===== src/rtl/mul_unit.sv =====
// mul_unit: 32x32 unsigned shift-add multiplier with HI/LO result registers.
// Ports: clk, rst_n (async, active-low), Src1/Src2 operands, funct select,
//        dataOut (HI/LO readout), busy (operation in flight), done (1-cycle pulse).
module mul_unit #(
   parameter logic [5:0] FN_MULTU = 6'b011001,
   parameter logic [5:0] FN_MFHI  = 6'b010000,
   parameter logic [5:0] FN_MFLO  = 6'b010001
) (
   input  logic        clk,
   input  logic        rst_n,
   input  logic [31:0] Src1,
   input  logic [31:0] Src2,
   input  logic [5:0]  funct,
   output logic [31:0] dataOut,
   output logic        busy,
   output logic        done
);

   typedef enum logic [1:0] {
      IDLE = 2'd0,
      RUN  = 2'd1,
      FIN  = 2'd2
   } state_t;

   state_t      state;
   state_t      state_n;
   logic [31:0] mcand;
   logic [31:0] hi;
   logic [31:0] lo;
   logic [64:0] prod;
   logic [4:0]  cnt;
   logic [32:0] sum;
   logic        start;

   // Starts are only honoured from IDLE, so a MULTU while busy is dropped.
   assign start = (state == IDLE) && (funct == FN_MULTU);

   // Upper half plus multiplicand, carry kept in bit 32.
   assign sum = {1'b0, prod[63:32]} + {1'b0, mcand};

   always_ff @(posedge clk or negedge rst_n) begin
      if (!rst_n) begin
         state <= IDLE;
      end else begin
         state <= state_n;
      end
   end

   always_comb begin
      state_n = state;
      busy    = 1'b0;
      unique case (state)
         IDLE: begin
            if (start) state_n = RUN;
         end
         RUN: begin
            busy = 1'b1;
            if (cnt == 5'd31) state_n = FIN;
         end
         FIN: begin
            busy    = 1'b1;
            state_n = IDLE;
         end
         default: state_n = IDLE;
      endcase
   end

   always_ff @(posedge clk or negedge rst_n) begin
      if (!rst_n) begin
         mcand <= '0;
         prod  <= '0;
         cnt   <= '0;
         hi    <= '0;
         lo    <= '0;
         done  <= 1'b0;
      end else begin
         done <= (state == FIN);
         if (start) begin
            mcand <= Src1;
            prod  <= {33'b0, Src2};
            cnt   <= '0;
         end else if (state == RUN) begin
            // Add-then-shift folded into one assignment.
            if (prod[0]) prod <= {1'b0, sum, prod[31:1]};
            else         prod <= {1'b0, prod[64:1]};
            cnt <= cnt + 5'd1;
         end else if (state == FIN) begin
            hi <= prod[63:32];
            lo <= prod[31:0];
         end
      end
   end

   always_comb begin
      dataOut = 32'h0;
      if (funct == FN_MFHI)      dataOut = hi;
      else if (funct == FN_MFLO) dataOut = lo;
   end

endmodule

===== config.mk =====
export PLATFORM = sky130hd
export DESIGN_NAME = mul_unit
export DESIGN_NICKNAME = d
export VERILOG_FILES = /design/src/rtl/mul_unit.sv
export SDC_FILE = /design/constraint.sdc
export NUM_CORES = 1
export LEC_CHECK = 0
export ABC_CLOCK_PERIOD_IN_PS = 3650
export CORE_ASPECT_RATIO = 0.7
export CORE_MARGIN = 4
export CORE_UTILIZATION = 40
export CTS_CLUSTER_DIAMETER = 60
export DETAILED_ROUTE_END_ITERATION = 6
export PLACE_DENSITY = 0.58
export SLEW_MARGIN = 20
export SYNTH_ARGS = -nofsm -noshare
export SYNTH_HDL_FRONTEND = slang
export SYNTH_SLANG_ARGS = --single-unit

===== constraint.sdc =====
create_clock -name clk -period 3.65 [get_ports clk]
set_clock_uncertainty 0.1 [all_clocks]
set_input_delay 0.73 -clock clk [delete_from_list [all_inputs] [get_ports clk]]
set_output_delay 0.73 -clock clk [all_outputs]
set_load 0.02 [all_outputs]

==> impl_metrics.tcl <==
set metrics [dict create \
    tightest_slew_ns 0.766 \
    min_period_over_period_pct 93.3 \
    hold_viol 0 \
    timing.final.setup_violations 0 \
    num_vias 7107 \
    hpwl_um 16500 \
    fin_crit_ns 3.40 \
    power_frac_comb_pct 44.4 \
    outcome "complete, no violations" \
    cp_data_arrival_time_ns 2.57 \
    rsz0062_at_grt "false" \
    viasPerCell 5.25 \
    die-area_sq_mm 0.0255 \
    avgRoutedWirePerCell_um 17.1 \
    power.density_mw_per_mm2 815 \
    synth_edf_count 0 \
    required_ns 2.82 \
    end_kind "primary output" \
    grt_pass1_wl_um 37300 \
    totalWireLength_um 23100 \
    ys_seq_area_share_pct 45.7 \
    clk_pin_slew_ns 0.06 \
    rows 46 \
    preCtsSetupSlack_ns 0.126 \
    synth_area_sq_mm 0.00920 \
    pwr-share-seq_pct 35.2 \
    drv_slew 0 \
    cts_sinks 168 \
    hold_buffers 0 \
    path_class "in -> out" \
    startpoint "funct[2]" \
    coreArea_sq_mm 0.0226 \
    fin_nets 1138 \
    ys_seq_elements 168 \
    grt_max_degree 78 \
    port_buffers 105 \
    die-height_um 135 \
    syn_inst 937 \
    antenna_found_initial 0 \
    place.gp.congestion 0.913 \
    internal-power_uw 5620 \
    grt-ovfl-total 0 \
    postSynth.asyncResetShare_pct 100 \
    synth_area_per_cell_sq_um 9.82 \
    clkPwrFrac_pct 20.3 \
    netSwitchingFraction_pct 39.0 \
    first_global_vias 6938 \
    globalRouteTotalUtil_pct 18.3 \
    cp_max_fo 32 \
    reg2reg_from "prod[32]" \
    syn_to_final_growth_pct 22.9 \
    cts_tree "built" \
    synth-main-ff-cell "dfrtp_1" \
    postLayoutSetupSlackWorst_ns 0.246 \
    synth_cell_types 54 \
    syn_nets 1047 \
    tns_ns 0 \
    io_pins 106 \
    cts_buffers 17 \
    switchingPower_uw 3600 \
    clk-insertion-delay-late_ns 0.44 \
    diodes 0 \
    drc 0 \
    start_util_pct 40.7 \
    drive_gt1_share_pct 12.5 \
    die_w_um 189 \
    yosys_warnings 0 \
    cts_root_buffer "clkbuf_16" \
    drt_iter0_markers 466 \
    htree_levels 4 \
    hp-class "in -> async" \
    drtAntennaViolNets 0 \
    p_leak_uw 0.00489 \
    ir_worst_vdd_mv 0.423 \
    fmax_ghz 0.294 \
    start_kind "primary input" \
    relSlewSlack_pct 48.9 \
    first_pass_iters 5 \
    drv_cap 0 \
    clock_path_buffers 2 \
]
## cell type report
class                      count  area (sq um)
timing repair buffer         127          1290
clock buffer                  21           460
clock inverter                11           148
sequential                   168          4200
fill                        2105         11300
inverter                      12          45.0
tap                          312           390
multi-input combinational    702          4760
## synthesized netlist by cell type, types with 2 or more instances
cell / count / area share (%)
o22ai_1: 11 / 0.75
o211ai_1: 6 / 0.49
and3_1: 6 / 0.41
a21oi_1: 88 / 4.8
mux2i_1: 77 / 8.4
o21bai_1: 5 / 0.41
a211oi_1: 10 / 0.82
and2_1: 3 / 0.20
xor2_1: 19 / 1.8
o2111ai_1: 2 / 0.19
nand3_1: 8 / 0.44
xnor2_1: 10 / 0.95
buf_1: 8 / 0.33
nand2_1: 127 / 5.2
o21ai_1: 7 / 0.38
buf_2: 5 / 0.27
nor2b_1: 12 / 0.82
nor2_1: 101 / 4.1
mux2_2: 64 / 7.8
o21ai_0: 17 / 0.93
a221o_1: 3 / 0.33
clkbuf_1: 42 / 1.7
a21o_1: 19 / 1.6
a211oi_2: 2 / 0.27
dfrtp_1: 168 / 46
inv_1: 12 / 0.49
a31oi_1: 14 / 0.95
nor3_1: 8 / 0.44
ha_1: 37 / 5.0
nor4_1: 2 / 0.14
nand2b_1: 3 / 0.20
a31o_1: 2 / 0.19
or3_1: 9 / 0.61
nand4_1: 10 / 0.68
## final timing paths
check	cells after the start	to	slack, ns
min in group clk	2	mcand[2]	0.39
min	1	mcand[25]	0.22
max reg2reg	9	prod[55]	0.70
max in group asynchronous	2	prod[29]	2.45
max	6	dataOut[3]	0.25
min reg2reg	2	mcand[2]	0.39
## repair_timing
item                                    in CTS  in global routing
hold endpoints to repair                     0                  0
setup buffers                                0                  0
endpoints found under the setup margin       0                 11
gates resized for setup                      0                  1
## worst max-delay path, stage by stage
cell and delay, ns:
clkdlybuf4s50_1 0.41, nor4b_2 0.33, nand2b_1 0.14, buf_12 0.18, nor2_1 0.13, clkdlybuf4s50_1 0.62
## registers in the layout (all words and copies together) (netlist names)
name	count
mcand	32
lo	32
hi	32
done	1
cnt	5
state	2
prod	64
## power by group through the flow
stage / clock (uW) / combinational, uW / sequential, uW
5_1_grt: 2010 / 4560 / 3350
2_1_floorplan: 0 / 3160 / 3030
6_report: 1870 / 4090 / 3240
3_5_place_dp: 0 / 4060 / 3280
4_1_cts: 1920 / 4090 / 3260
3_3_place_gp: 0 / 4020 / 3270
## cells in the final DEF, fill, tap and decap left out, types with 3 or more instances in the layout
cell,instances
o211ai_1,6
and2_1,3
a31oi_1,14
a221o_1,3
o21bai_1,5
bufinv_16,3
ha_1,35
or3_1,9
nand3_1,8
mux2_2,64
a211oi_1,10
xor2_1,19
clkbuf_16,17
a21o_1,19
and3_1,6
o21ai_1,7
nor3_1,8
o22ai_1,11
nand4_1,10
xnor2_1,10
buf_4,16
nor2_1,100
dfrtp_1,168
o21ai_0,17
buf_12,6
a21oi_1,88
nor2b_1,12
clkdlybuf4s50_1,103
clkinvlp_4,4
nand2_1,127
mux2i_1,77
inv_1,12
nand2b_1,3
## kinds of logic after synthesis
family | Yosys count | share of synthesized area (%)
XOR/XNOR | 29 | 2.76
multiplexers | 141 | 16.2
AO/OA/AOI/OAI | 200 | 13.5
buffers and inverters | 67 | 2.80
adder cells (fa/ha/maj) | 38 | 5.25
AND/OR/NAND/NOR | 294 | 13.7
flip-flops | 168 | 45.7
## metal layers
layer / GRT usage, % / share of wire, % / up-vias
met1: 27.3 / 50 / 3438
met2: 28.1 / 45 / 154
li1: - / - / 3503
met3: 3.72 / 4.4 / 12
met4: 3.41 / 0.62 / 0
met5: 0 / 0 / -
## per-stage QoR
stage                     std cells  util, %  cell area (sq um)  hold slack [ns]  total power (uW)
after floorplan                 937        -               9200            0.334              6190
final                          1353     50.0              11300            0.215              9210
after global placement         1321     47.2              10700            0.370              7290
after global routing           1353     50.0              11300            0.282              9910
after CTS                      1353     49.9              11300            0.270              9270
after detailed placement       1321     47.2              10700            0.374              7340
Power figures use the tool's default switching activity.
